File: src/rtl/lmsm_pkg.sv
// rtl/lmsm_pkg.sv - shared sizes and state encoding for the LM/SM sequencer
package lmsm_pkg;

  localparam int LMSM_DATA_W = 16;
  localparam int LMSM_ADDR_W = 16;
  localparam int LMSM_NREG   = 8;
  localparam int LMSM_SEL_W  = 3;
  localparam int LMSM_CNT_W  = 4;

  typedef enum logic [2:0] {
    ST_IDLE   = 3'd0,
    ST_ACCESS = 3'd1,
    ST_WB     = 3'd2,
    ST_DONE   = 3'd3,
    ST_UPD    = 3'd4
  } lmsm_state_t;

endpackage

File: src/rtl/lmsm_prio_enc8.sv
// rtl/lmsm_prio_enc8.sv - lowest-set-bit encoder over an 8-bit register mask
module lmsm_prio_enc8 (
  input  logic [7:0] mask,
  output logic [2:0] idx,
  output logic       valid
);

  // Scan from the top so the lowest set bit is the last one to win.
  always_comb begin
    idx   = 3'd0;
    valid = |mask;
    for (int i = 7; i >= 0; i--) begin
      if (mask[i]) idx = 3'(i);
    end
  end

endmodule

File: src/rtl/lmsm_sequencer.sv
// rtl/lmsm_sequencer.sv - LM/SM multicycle sequencer; optional base write-back under LMSM_BASE_UPDATE_EN
module lmsm_sequencer
  import lmsm_pkg::*;
#(
  parameter int DATA_W = LMSM_DATA_W,
  parameter int ADDR_W = LMSM_ADDR_W,
  parameter int NREG   = LMSM_NREG
) (
  input  logic                  clk,
  input  logic                  reset,
  input  logic                  start,
  input  logic                  is_load,
  input  logic [NREG-1:0]       reg_mask,
  input  logic [ADDR_W-1:0]     base_addr,
`ifdef LMSM_BASE_UPDATE_EN
  input  logic [LMSM_SEL_W-1:0] base_reg,
`endif
  input  logic                  mem_ready,
  input  logic [DATA_W-1:0]     mem_rdata,
  input  logic [DATA_W-1:0]     rf_rdata,
  output logic [ADDR_W-1:0]     mem_addr,
  output logic [DATA_W-1:0]     mem_wdata,
  output logic                  mem_read,
  output logic                  mem_write,
  output logic [LMSM_SEL_W-1:0] rf_sel,
  output logic [DATA_W-1:0]     rf_wdata,
  output logic                  rf_write_n,
  output logic                  busy,
  output logic                  done,
  output logic [LMSM_CNT_W-1:0] xfer_count
);

  lmsm_state_t           state_q, state_d;
  logic [NREG-1:0]       mask_q, mask_clr;
  logic [ADDR_W-1:0]     addr_q;
  logic [LMSM_CNT_W-1:0] count_q;
  logic [DATA_W-1:0]     rf_wdata_q;
  logic                  is_load_q;
  logic [LMSM_SEL_W-1:0] cur_idx;
  logic                  cur_valid;
  logic                  more;
  logic                  advance;
  lmsm_state_t           fin_state;
`ifdef LMSM_BASE_UPDATE_EN
  logic [LMSM_SEL_W-1:0] base_reg_q;
`endif

  lmsm_prio_enc8 u_enc (
    .mask  (mask_q),
    .idx   (cur_idx),
    .valid (cur_valid)
  );

  // Pending-mask bookkeeping: drop the register being finished this cycle.
  always_comb begin
    mask_clr  = mask_q & ~(NREG'(1) << cur_idx);
    more      = |mask_clr;
    advance   = ((state_q == ST_ACCESS) && mem_ready && !is_load_q) || (state_q == ST_WB);
`ifdef LMSM_BASE_UPDATE_EN
    fin_state = ST_UPD;
`else
    fin_state = ST_DONE;
`endif
  end

  // State register.
  always_ff @(posedge clk) begin
    if (!reset) state_q <= ST_IDLE;
    else        state_q <= state_d;
  end

  // Next-state logic; start is only honoured in IDLE.
  always_comb begin
    state_d = state_q;
    case (state_q)
      ST_IDLE:   if (start) state_d = (reg_mask != '0) ? ST_ACCESS : fin_state;
      ST_ACCESS: if (mem_ready) state_d = is_load_q ? ST_WB : (more ? ST_ACCESS : fin_state);
      ST_WB:     state_d = more ? ST_ACCESS : fin_state;
      ST_DONE:   state_d = ST_IDLE;
`ifdef LMSM_BASE_UPDATE_EN
      ST_UPD:    state_d = ST_DONE;
`endif
      default:   state_d = ST_IDLE;
    endcase
  end

  // Transfer datapath: latch request, then step mask/address/count per register.
  always_ff @(posedge clk) begin
    if (!reset) begin
      mask_q     <= '0;
      addr_q     <= '0;
      count_q    <= '0;
      rf_wdata_q <= '0;
      is_load_q  <= 1'b0;
`ifdef LMSM_BASE_UPDATE_EN
      base_reg_q <= '0;
`endif
    end else begin
      if (state_q == ST_IDLE && start) begin
        mask_q    <= reg_mask;
        addr_q    <= base_addr;
        count_q   <= '0;
        is_load_q <= is_load;
`ifdef LMSM_BASE_UPDATE_EN
        base_reg_q <= base_reg;
`endif
      end
      if (advance) begin
        mask_q  <= mask_clr;
        addr_q  <= addr_q + 1'b1;
        count_q <= count_q + 1'b1;
      end
      if (state_q == ST_ACCESS && mem_ready && is_load_q) rf_wdata_q <= mem_rdata;
    end
  end

  // Output decode from registered state; mem_wdata is the only pass-through.
  always_comb begin
    mem_addr   = addr_q;
    mem_wdata  = rf_rdata;
    mem_read   = 1'b0;
    mem_write  = 1'b0;
    rf_sel     = '0;
    rf_wdata   = rf_wdata_q;
    rf_write_n = 1'b1;
    busy       = 1'b0;
    done       = 1'b0;
    xfer_count = count_q;
    case (state_q)
      ST_ACCESS: begin
        busy      = 1'b1;
        rf_sel    = cur_valid ? cur_idx : '0;
        mem_read  = is_load_q;
        mem_write = !is_load_q;
      end
      ST_WB: begin
        busy       = 1'b1;
        rf_sel     = cur_valid ? cur_idx : '0;
        rf_write_n = 1'b0;
      end
`ifdef LMSM_BASE_UPDATE_EN
      ST_UPD: begin
        busy       = 1'b1;
        rf_sel     = base_reg_q;
        rf_wdata   = DATA_W'(addr_q);
        rf_write_n = 1'b0;
      end
`endif
      ST_DONE: done = 1'b1;
      default: ;
    endcase
  end

endmodule
File: config.mk
export PLATFORM = sky130hd
export DESIGN_NAME = lmsm_sequencer
export DESIGN_NICKNAME = d
export VERILOG_FILES = /design/src/rtl/lmsm_pkg.sv /design/src/rtl/lmsm_prio_enc8.sv /design/src/rtl/lmsm_sequencer.sv
export SDC_FILE = /design/constraint.sdc
export NUM_CORES = 1
export LEC_CHECK = 0
export ABC_AREA = 1
export CAP_MARGIN = 20
export CELL_PAD_IN_SITES_DETAIL_PLACEMENT = 0
export CELL_PAD_IN_SITES_GLOBAL_PLACEMENT = 1
export CORE_AREA = 2 2 82 84
export CTS_BUF_LIST = sky130_fd_sc_hd__clkbuf_8
export DETAILED_ROUTE_END_ITERATION = 7
export DIE_AREA = 0 0 84 86
export DONT_BUFFER_PORTS = 1
export HOLD_SLACK_MARGIN = 0.03
export PLACE_DENSITY_LB_ADDON = 0.1
export SLEW_MARGIN = 20
export SYNTH_ARGS = -nofsm -noshare
export SYNTH_HDL_FRONTEND = slang
export SYNTH_HIERARCHICAL = 1
export SYNTH_SLANG_ARGS = --single-unit
File: constraint.sdc
create_clock -name clk -period 4.1 [get_ports clk]
set_input_delay 0.82 -clock clk [delete_from_list [all_inputs] [get_ports clk]]
set_output_delay 0.82 -clock clk [all_outputs]
set_load 0.01 [all_outputs]
# After elaboration in Yosys (flattened, before gate mapping)
# Index checks and enable logic that the tools add are counted.
[op_classes] add_sub_neg=2 magnitude_cmp=0 div=0 eq_ne=5 n_mux=27 n_mul=0 bitwise_logic=2 reduce_logical=13 shift=1
[op_table] op="2-to-1 mux 3 bit" count=13
[op_table] op="2-to-1 mux 16 bit" count=2
[op_table] op="adder 16 x 1 -> 16 bit, second input constant" count=1
[op_table] op="2-to-1 mux 8 bit" count=2
[op_table] op="OR reduction 8 bit" count=2
[op_table] op="case mux 3 bit (3 select lines)" count=1
[op_table] op="bitwise AND 8 bit" count=1
[op_table] op="2-to-1 mux 4 bit" count=2
[op_table] op="NOT 8 bit" count=1
[op_table] op="nonzero test 8 bit" count=1
[op_table] op="left shift 1 x 3 -> 8 bit, first input constant" count=1
[op_table] op="== test 3 x 2 -> 1 bit, second input constant" count=2
[op_table] op="2-to-1 mux 1 bit" count=5
[op_table] op="adder 4 x 1 -> 4 bit, second input constant" count=1
[op_table] op="logical AND 1 bit" count=4
[op_table] op="2-to-1 mux 2 bit" count=2
[op_table] op="!= test 2 bit, second input constant" count=2
[op_table] op="== test 3 x 1 -> 1 bit, second input constant" count=1
[op_table] op="zero test 3 bit" count=1
[op_table] op="AND reduction 2 bit" count=1
[op_table] op="nonzero test 2 bit" count=1
[op_table] op="OR reduction 2 bit" count=1
[op_table] op="zero test 1 bit" count=1
[op_table] op="logical OR 1 bit" count=1
[totals] elab_cells=56 in_bits=61 ff_bits=48 out_inout_bits=60 n_memories=0 latchBits=0 mem_bits_rw=0 romBits=0

# Depth between registers and ports, before layout
# Gate-level depths: netlist of run 1.
[logic_depth] depth_word=16 ltp_mapped=16 depth_no_buf=16

# Cells and area by module
# Netlist of run 1, hierarchy kept.
[modules_own_cells] mod="lmsm_sequencer" seq_area_each_um2=940.9 area_per_inst_um2=2822.7 cells_each=397 n_inst=1
[modules_own_cells] mod="lmsm_prio_enc8" seq_area_each_um2=0.0 area_per_inst_um2=98.8 cells_each=22 n_inst=1

# Least setup slack after synthesis of run 1
# Ideal clock, no wire load.
[synth_path] path_type="register to output" from="reg mask_q[5]" to="out rf_sel[0]" arrival_ns=1.178 setup_slack_ns=2.102 path_stages_with_launch=9 n_path_buf=0 required_time_ns=3.280 path_cell_list="dfxtp_1 inv_1 nand2_1 nand2_1 nand2_1 nand2_1 a21oi_1 inv_1 nor2_1"
[synth_between] elab_chain_cells=8 elab_cells_between_ends=9 cone_classes="mux (8); reduce/logical (1)"
[synth_lines] element="from (decl)" line="lmsm_sequencer.sv:34" source="logic [NREG-1:0] mask_q, mask_clr;"
[synth_lines] element="from (signal assigned)" line="lmsm_sequencer.sv:100" source="mask_q <= reg_mask;"
[synth_lines] element="from (signal assigned)" line="lmsm_sequencer.sv:109" source="mask_q <= mask_clr;"
[synth_lines] element="2-to-1 mux 3 bit (6 in a row)" line="lmsm_prio_enc8.sv:13" source="if (mask[i]) idx = 3'(i);"
[synth_lines] element="named net cur_idx[0]" line="lmsm_sequencer.sv:39" source="logic [LMSM_SEL_W-1:0] cur_idx;"
[synth_lines] element="2-to-1 mux 3 bit" line="lmsm_sequencer.sv:132, lmsm_sequencer.sv:138"
[synth_lines] element="2-to-1 mux 3 bit"
[synth_lines] element="to (decl)" line="lmsm_sequencer.sv:25" source="output logic [LMSM_SEL_W-1:0] rf_sel,"
# The timed path passes the listed nets, and every way through them passes these cells.

# Final worst setup path of run 1
[layout_path] from="reg mask_q[6]" to="out rf_sel[1]"
[layout_between] elab_chain_cells=9 elab_cells_between_ends=10 cone_classes="mux (9); reduce/logical (1)"
[layout_lines] element="2-to-1 mux 3 bit (7 in a row)" line="lmsm_prio_enc8.sv:13"
[layout_lines] element="named net cur_idx[1]" line="lmsm_sequencer.sv:39"
[layout_lines] element="2-to-1 mux 3 bit" line="lmsm_sequencer.sv:132, lmsm_sequencer.sv:138"
[layout_lines] element="2-to-1 mux 3 bit"
# The timed path passes the listed nets, and every way through them passes these cells.

==> flow_summary_export.csv, run 1 <==
group,metric,value,unit
run_status,outcome,"complete, no violations",
setup_path,critPathLaunch,"mask_q[6]",
route,vias,2567,
finish,fin_util,0.4620,
setup_path,criticalPathCategory,"reg2out",
synth,seq_area_frac_synth,0.3221,
synth,yosysMostFrequentCell,"nand2_1",
setup_path,critical_path.top_delay_family,"simple AND/OR/NAND/NOR gates",
cts,cts_sinks,47,
global_routing,grt_max_degree,36,
cts,cts_tree,"yes",
timing,fin_skew,0.004706,ns
synth,syn_avg_cell_area,6.973,um^2
timing,tightestPinTransition,0.7208,ns
cts,cts_resized,0,
setup_path,regToRegStartpoint,"state_q[0]",
setup_path,crit_chain,"or2_1 > nand3_1 > a31oi_1 > inv_1 > nor2_1",
synth,synth_nets,486,
global_routing,grt_overflow,0,
route,routed_via_density,5.416,
synth,synth_ff_type,"dfxtp_1",
synth,ys_seq_elements,47,
die,start_util,0.4654,
finish,drive_above_1_share,0.1184,
die,die_area,7224,um^2
timing,hold_viol,0,
finish,final_nets,463,
run,maxCapViolCount,0,
place,post-place-ws,1.938,ns
synth,yosysTopAreaCellShare,0.3221,
timing,holdWs,0.5132,ns
power,power.leakage,1.151,nW
cts,clockBufferDepth,2,
power,powerDensity,676.2,nW/um^2
power,power_frac_seq,0.369,
timing,finalCriticalPeriod,2.492,ns
place,dp_hpwl,5213,um
timing,fin_ws,1.608,ns
place,portBuffers,0,
place,place.gp.congestion,0.8597,
power,intPower,1.043,mW
timing,slew_headroom,0.5183,
route,wl,7227,um
route,ant_nets,0,
die,die_w,84,um
timing,post-route-period-util,0.6079,
power,clkPwrFrac,0.190,
synth,yosysWarnings,6,
timing,setup_tns,0,ns
global_routing,grt.total_usage,0.1998,
power,swShare,0.4682,
power,ir_drop,0.0003960,V
cts,h-tree-depth,2,
worst_hold_path,holdCritPathClass,"reg2reg",
timing,setup_viol,0,
die,core-area,6277,um^2
synth,yosys-top-cells-count,"nand2_1 (110), dfxtp_1 (47), nand3_1 (40)",
route,drt-initial-drc-count,120,
die,num_rows,29,
finish,area_delta_synth_final,-0.7281,%
global_routing,grt_pass1_vias,2443,
synth,yosysTopAreaCell,"dfxtp_1",
die,ioPinCount,121,
route,routedWlPerCell,15.25,um
setup_path,worstPathArrival,1.67,ns
synth,synth_cells,419,
synth,synth-edff-count,0,
cts,cts_root_buf,"clkbuf_8",
route,first_pass_iters,4,
finish,n_antenna_cell,0,
setup_path,critPathCaptureType,"output port",
setup_path,start_kind,"register",
setup_path,crit_path_max_fanout,6,
timing,slew_viol_final,0,
setup_path,worstPathRequired,3.28,ns
synth,synthDistinctLibCells,44,
synth,synth_area_leaders,"dfxtp_1 (32%), nand2_1 (14%), nand3_1 (6.9%), a21oi_1 (5.5%), buf_4 (4.9%)",
worst_hold_path,min_from,"rf_wdata[11]",
timing,rsz0062_at_grt,"no",
global_routing,antenna_found_initial,0,
cts,clk_pin_slew,0.09,ns
timing,fmax,401.2,MHz
die,die_h,86,um
synth,syn_area,2922,um^2
cts,cts_buffers,5,
route,drcViolationCount,0,
setup_path,cpMaxStageDelayCell,"dfxtp_1",
cts,cts-hold-fix-buffers,0,
setup_path,cp_num_buf_inv,1,
cts,clock_latency,0.30,ns
power,power_frac_comb,0.441,
cts,cts_setup_buffers,0,
synth,synthArstFlopShare,0,
power,p_sw,0.9183,mW
setup_path,cpPeakStageDelay,0.39,ns
global_routing,grt_pass1_wl,11860,um
[metal layers]
metal / wire [um] / up-vias / track usage
li1: - / 1294 / -
met2: 3432 / 88 / 0.3222
met4: 67 / 0 / 0.05865
met3: 611 / 9 / 0.05486
met1: 3116 / 1176 / 0.2630
met5: 0 / - / 0
[state kept, by name (all words and copies together), names as in the netlist]
name / cells
mask_q: 8
mem_addr: 16
is_load_q: 1
rf_wdata: 16
state_q: 2
xfer_count: 4
[placed cells by master (no fill, tap or decap), types with 2 or more instances in the layout]
| master | count |
|---|---|
| or2_2 | 2 |
| nand3b_1 | 2 |
| nor3_1 | 5 |
| a22oi_1 | 2 |
| dfxtp_1 | 47 |
| nand2_4 | 2 |
| inv_2 | 3 |
| o211ai_1 | 4 |
| nor2_2 | 3 |
| a31oi_1 | 3 |
| o211ai_2 | 4 |
| nand2_1 | 110 |
| a21oi_1 | 32 |
| o21ai_1 | 2 |
| a211oi_1 | 3 |
| inv_1 | 37 |
| clkbuf_8 | 6 |
| nor2_1 | 36 |
| o21ai_0 | 5 |
| nand3_1 | 40 |
| nand4_1 | 5 |
| ha_1 | 6 |
| nand2_2 | 9 |
| nor2_4 | 5 |
| a21oi_2 | 3 |
| xor2_1 | 2 |
| nor3_2 | 3 |
[cell type report]
cell class                      count  area [um^2]
Clock inverter                      2        38.79
Fill cell                         676         3377
Inverter                           41        153.9
Timing Repair Buffer                1        7.507
Sequential cell                    47        940.9
Clock buffer                        6        82.58
Tap cell                           77        96.34
Multi-Input combinational cell    300         1580
[power groups by stage]
stage	clock network [mW]	registers [mW]	logic, mW
3_3_place_gp	0	0.734	0.863
2_1_floorplan	0	0.693	0.824
4_1_cts	0.381	0.725	0.873
3_5_place_dp	0	0.736	0.869
5_1_grt	0.396	0.744	1.00
6_report	0.372	0.723	0.866
[tightest hold or removal path, delay by kind of cell (launching register included)]
| family | cells | cell delay [ns] |
|---|---|---|
| flip-flops | 1 | 0.35 |
| AO/OA/AOI/OAI | 1 | 0.05 |
| AND/OR/NAND/NOR | 1 | 0.07 |
[through the flow]
step	std cells	cell area [um^2]	total power [mW]
after floorplan	419	2922	1.517
after global placement	466	2779	1.597
after detailed placement	466	2779	1.605
after CTS	474	2900	1.979
after global routing	474	2900	2.141
final	474	2900	1.961
[worst paths after layout]
kind	endpoint	slack, ns	depth (start not counted)
setup / recovery	rf_sel[1]	1.61	5
setup reg to reg	mem_addr[9]	1.93	8
hold / removal	rf_wdata[11]	0.51	2
hold reg to reg	rf_wdata[11]	0.51	2
[cells by family after synthesis]
group                      Yosys count  synth area share
and+or+nand+nor                    229            0.3717
buffers and inverters               72            0.1370
AOI/OAI and AO/OA                   62            0.1345
DFF                                 47            0.3221
adders and majority gates            6           0.02570
xor gates and xnor gates             3          0.008995
Note: power is estimated with default switching activity, not from simulation.
==> run 2, diff against run 1 <==
ABC_AREA = 0   (was 1)
CORE_AREA = 2 2 84 86   (was 2 2 82 84)
DIE_AREA = 0 0 86 88   (was 0 0 84 86)
clock period = 2 ns   (was 4.1 ns; I/O delays follow)
==> flow_summary_export.csv, run 2 <==
group,metric,value,unit
route,routedWlPerCell,18.39,um
setup_path,r2r-end,"mem_addr[6]",
power,ir_drop,0.0004275,V
finish,n_antenna_cell,0,
synth,yosysTopAreaCell,"dfxtp_1",
route,wl,7871,um
run,maxCapViolCount,0,
finish,final_common_cell,"nand2_1",
die,core-area,6644,um^2
die,num_rows,30,
synth,syn_area,2673,um^2
finish,final_cell_mix,"nand2_1 (59), dfxtp_1 (46), a21oi_1 (40), buf_4 (33), o21ai_0 (17)",
setup_path,reg2reg_slack,0.15,ns
timing,slew_headroom,0.7018,
die,die_h,88,um
timing,finalCriticalPeriod,1.907,ns
global_routing,grt_pass1_wl,12100,um
synth,synth_nets,411,
die,ioPinCount,121,
die,die_w,86,um
global_routing,grt_overflow,0,
synth,yosysMostFrequentCell,"nand2_1",
route,routed_via_density,5.860,
synth,synth-edff-count,0,
power,intPower,2.303,mW
setup_path,critPathCaptureType,"output port",
power,total_power,3.919,mW
setup_path,worstPathRequired,1.60,ns
cts,clockBufferDepth,2,
synth,yosysTopAreaCellShare,0.3521,
route,drcViolationCount,0,
global_routing,grt.total_usage,0.2039,
timing,slew_viol_final,0,
worst_hold_path,min_from,"reset",
die,die_area,7568,um^2
worst_hold_path,hold-path-endpoint,"mem_addr[15]",
synth,yosysWarnings,6,
cts,clock_latency,0.29,ns
worst_hold_path,holdCritPathClass,"in2reg",
synth,synthArstFlopShare,0,
setup_path,start_kind,"register",
setup_path,worstPathArrival,1.51,ns
global_routing,grt_pass1_vias,2300,
cts,clk_pin_slew,0.09,ns
timing,setup_viol,0,
route,drt-initial-drc-count,90,
setup_path,crit_path_max_fanout,6,
power,p_sw,1.616,mW
setup_path,r2r_cells,9,
power,swShare,0.4124,
setup_path,cpPeakStageDelay,0.38,ns
synth,synthDistinctLibCells,53,
global_routing,grt_max_degree,39,
route,first_pass_iters,4,
timing,fin_skew,0.006795,ns
setup_path,cpMaxStageDelayCell,"dfxtp_1",
synth,synth_area_leaders,"dfxtp_1 (35%), nand2_1 (8.3%), a21oi_1 (7.7%), buf_4 (5.6%), o21ai_0 (3.2%)",
timing,fmax,524.5,MHz
setup_path,criticalPathCategory,"reg2out",
finish,drive_above_1_share,0.1552,
place,dp_hpwl,5827,um
synth,syn_avg_cell_area,7.769,um^2
timing,tightestPinTransition,0.4474,ns
power,clkPwrFrac,0.177,
cts,h-tree-depth,2,
place,post-place-ws,0.07897,ns
setup_path,regToRegStartpoint,"state_q[1]",
cts,cts_tree,"yes",
cts,cts_root_buf,"clkbuf_8",
worst_hold_path,hold_depth,1,
cts,cts_buffers,5,
timing,post-route-period-util,0.9533,
die,start_util,0.4023,
place,portBuffers,0,
finish,final_nets,415,
power,powerDensity,1331,nW/um^2
synth,yosys-top-cells-count,"nand2_1 (59), dfxtp_1 (47), a21oi_1 (41)",
power,power_frac_seq,0.357,
finish,area_delta_synth_final,10.16,%
power,power.leakage,1.071,nW
route,ant_nets,0,
synth,synth_cells,344,
synth,ys_seq_elements,47,
synth,synth_ff_type,"dfxtp_1",
synth,seq_area_frac_synth,0.3521,
timing,hold_viol,0,
place,place.gp.congestion,0.8097,
cts,cts_sinks,47,
route,vias,2508,
global_routing,antenna_found_initial,0,
timing,fin_ws,0.09335,ns
run_status,outcome,"complete, no violations",
power,power_frac_comb,0.465,
setup_path,crit_chain,"nor4_2 > and3b_2 > and3_1",
setup_path,critPathLaunch,"mask_q[4]",
-- run 2: cell type report --
| cell class | count | area, um^2 |
|---|---|---|
| inverter | 9 | 33.78 |
| clock inverter | 2 | 37.54 |
| sequential | 47 | 942.2 |
| tap | 80 | 100.1 |
| fill | 714 | 3700 |
| multi-input combinational | 251 | 1503 |
| clock buffer | 5 | 68.82 |
| timing repair buffer | 34 | 259.0 |
-- run 2: through the flow --
step,instances,utilization,hold WS [ns],cell area [um^2],setup TNS [ns]
after floorplan,344,-,0.4695,2673,0
after global placement,417,0.4183,0.4907,2779,0
after detailed placement,417,0.4183,0.4973,2779,0
after CTS,424,0.4345,0.2141,2887,0
after global routing,428,0.4431,0.2097,2944,-0.02630
final,428,0.4431,0.2264,2944,0
-- run 2: worst max-delay path, delay by kind of cell, from the launching register on --
family / cells / cell delay, ns
DFF: 1 / 0.38
and+or+nand+nor: 3 / 0.83
-- run 2: repair_timing --
| action | CTS | global route |
|---|---|---|
| endpoints found under the setup margin | 1 | 16 |
| setup buffers | 0 | 4 |
| hold buffers | 0 | 0 |
| pin swaps | 0 | 3 |
| gates resized for setup | 1 | 8 |
-- run 2: power by group through the flow --
stage / logic, mW / registers (mW) / clock network, mW
floorplan: 1.19 / 1.37 / 0
global route: 2.02 / 1.44 / 0.748
global placement: 1.71 / 1.42 / 0
finish: 1.82 / 1.40 / 0.694
CTS: 1.71 / 1.40 / 0.722
detailed placement: 1.71 / 1.42 / 0
-- run 2: kinds of logic (layout without fill, tap and decap cells) --
| kind of cell | count (synthesis) | in the layout | share of synthesized area |
|---|---|---|---|
| fa+ha+maj | 6 | 6 | 0.02809 |
| compound gates | 108 | 108 | 0.2641 |
| simple gates | 137 | 137 | 0.2612 |
| flops | 47 | 47 | 0.3521 |
| buf+inv | 46 | 50 | 0.09456 |
-- run 2: metal layers --
metal | wire length [um] | vias up | track usage
met1 | 3566 | 1195 | 0.2662
met5 | 0 | - | 0
met4 | 47 | 0 | 0.05051
li1 | - | 1239 | -
met3 | 517 | 6 | 0.06409
met2 | 3739 | 68 | 0.3291
-- run 2: worst max-delay path by stage --
| stage | end | slack (ns) |
|---|---|---|
| 3_3_place_gp | mem_addr[15] | 0.10 |
| 5_1_grt | mem_addr[8] | -0.01 |
| 2_1_floorplan | rf_sel[0] | 0.25 |
| 3_5_place_dp | mem_addr[15] | 0.08 |
| 6_report | rf_sel[2] | 0.09 |
| 4_1_cts | rf_sel[2] | 0.02 |
==> run 3, diff against run 2 <==
CTS_BUF_LIST = sky130_fd_sc_hd__clkbuf_2   (was sky130_fd_sc_hd__clkbuf_8)
==> flow_summary_export.csv, run 3 (synthesis results as in run 2) <==
group,metric,value,unit
run_status,outcome,"complete, no violations",
die,num_rows,30,
die,die_h,88,um
global_routing,grt_overflow,0,
route,routed_via_density,5.843,
cts,cts_root_buf,"clkbuf_2",
setup_path,critPathCaptureType,"output port",
route,ant_nets,0,
timing,rsz0062_at_grt,"yes",
finish,area_delta_synth_final,13.44,%
place,post-place-ws,0.07897,ns
setup_path,regToRegStartpoint,"state_q[1]",
finish,final_nets,421,
die,ioPinCount,121,
setup_path,r2r_cells,7,
power,ir_drop,0.0003276,V
die,die_w,86,um
setup_path,worstPathRequired,1.60,ns
timing,slew_viol_final,0,
timing,slew_headroom,0.7021,
finish,n_antenna_cell,0,
worst_hold_path,holdCritPathClass,"in2reg",
finish,final_common_cell,"nand2_1",
power,power.leakage,1.088,nW
place,dpl_cell_area,2779,um^2
global_routing,grt_pass1_wl,12110,um
power,intPower,2.240,mW
setup_path,criticalPathCategory,"reg2out",
place,dp_hpwl,5827,um
route,wl,8064,um
cts,clk_pin_slew,0.25,ns
power,clkPwrFrac,0.134,
finish,final_cell_mix,"nand2_1 (59), a21oi_1 (39), dfxtp_1 (39), buf_4 (33), o21ai_0 (16)",
global_routing,grt_pass1_vias,2310,
global_routing,grt_max_degree,39,
cts,h-tree-depth,2,
power,powerDensity,1292,nW/um^2
route,vias,2536,
power,power_frac_seq,0.367,
setup_path,r2r-end,"mem_addr[13]",
route,first_pass_iters,4,
die,die_area,7568,um^2
timing,tightestPinTransition,0.4468,ns
place,place.gp.congestion,0.8097,
cts,clock_latency,0.43,ns
setup_path,crit_path_max_fanout,6,
cts,cts_tree,"yes",
cts,cts_buffers,5,
timing,fin_skew,0.01853,ns
setup_path,worstPathArrival,1.58,ns
timing,fmax,503.9,MHz
die,start_util,0.4023,
route,drt-initial-drc-count,78,
place,portBuffers,0,
timing,hold_viol,0,
setup_path,start_kind,"register",
worst_hold_path,hold-path-endpoint,"mem_addr[15]",
worst_hold_path,hold_depth,1,
die,core-area,6644,um^2
worst_hold_path,min_from,"reset",
route,drcViolationCount,0,
power,power_frac_comb,0.499,
setup_path,reg2reg_slack,0.13,ns
timing,fin_ws,0.01550,ns
cts,clockBufferDepth,2,
power,p_sw,1.677,mW
cts,cts_sinks,47,
route,routedWlPerCell,18.58,um
finish,fin_area,3032,um^2
global_routing,antenna_found_initial,0,
timing,setup_viol,0,
finish,drive_above_1_share,0.2034,
timing,post-route-period-util,0.9923,
timing,finalCriticalPeriod,1.985,ns
run,maxCapViolCount,0,
power,swShare,0.4282,
setup_path,critPathLaunch,"mask_q[6]",
finish,fill_cells,712,
global_routing,grt.total_usage,0.2043,
run 3: changes by cell type in the layout (fill, tap and decap cells not counted), sizes merged:
cell / previous run / this run
buf: 34 / 35
dlygate4sd3: 0 / 5
run 3: stage by stage:
stage	hold slack, ns	utilization	power [mW]	TNS [ns]	std cells
after floorplan	0.4695	-	2.567	0	344
after global placement	0.4907	0.4183	3.128	0	417
after detailed placement	0.4973	0.4183	3.128	0	417
after CTS	0.04093	0.4339	3.742	-0.03340	425
after global routing	0.03144	0.4563	4.192	-0.1810	434
final	0.05584	0.4563	3.917	0	434
run 3: worst max path at each step:
stage / to / slack, ns
6_report: rf_sel[0] / 0.02
3_3_place_gp: mem_addr[15] / 0.10
2_1_floorplan: rf_sel[0] / 0.25
4_1_cts: rf_sel[2] / -0.03
3_5_place_dp: mem_addr[15] / 0.08
5_1_grt: rf_sel[0] / -0.08
run 3: worst max-delay path: stages (launching register included):
cell and delay, ns:
dfxtp_4 0.43, inv_2 0.05, a21oi_2 0.06, o41ai_4 0.34
and3_4 0.26
run 3: power groups by stage:
stage               Combinational, mW  Sequential (mW)  Clock, mW
floorplan                        1.19             1.37          0
global placement                 1.71             1.42          0
detailed placement               1.71             1.42          0
CTS                              1.79             1.41      0.545
global route                     2.15             1.47      0.571
finish                           1.96             1.44      0.526
run 3: area by class of cell:
class / count / area, um^2 / share of cell area
Multi-Input combinational cell: 251 / 1554 / 0.5126
Sequential cell: 47 / 958.4 / 0.3161
Timing Repair Buffer: 40 / 320.3 / 0.1057
Tap cell: 80 / 100.1 / 0.03302
Clock inverter: 2 / 37.54 / 0.01238
Inverter: 9 / 36.28 / 0.01197
Clock buffer: 5 / 25.02 / 0.008254
run 3: layer usage:
metal,GRT usage,routed length (um),vias to the layer above,part of all wire
li1,-,-,1253,-
met1,0.2651,3615,1198,0.45
met2,0.3319,3775,76,0.47
met3,0.06409,590,9,0.073
met4,0.05051,83,0,0.010
met5,0,0,-,0
run 3: what timing repair did:
action,4_1_cts,5_1_grt
gates resized for setup,13,21
setup buffers,1,4
hold endpoints to repair,0,5
cloned,0,0
setup endpoints to repair,4,25
pin swaps,0,7
hold buffers,0,5
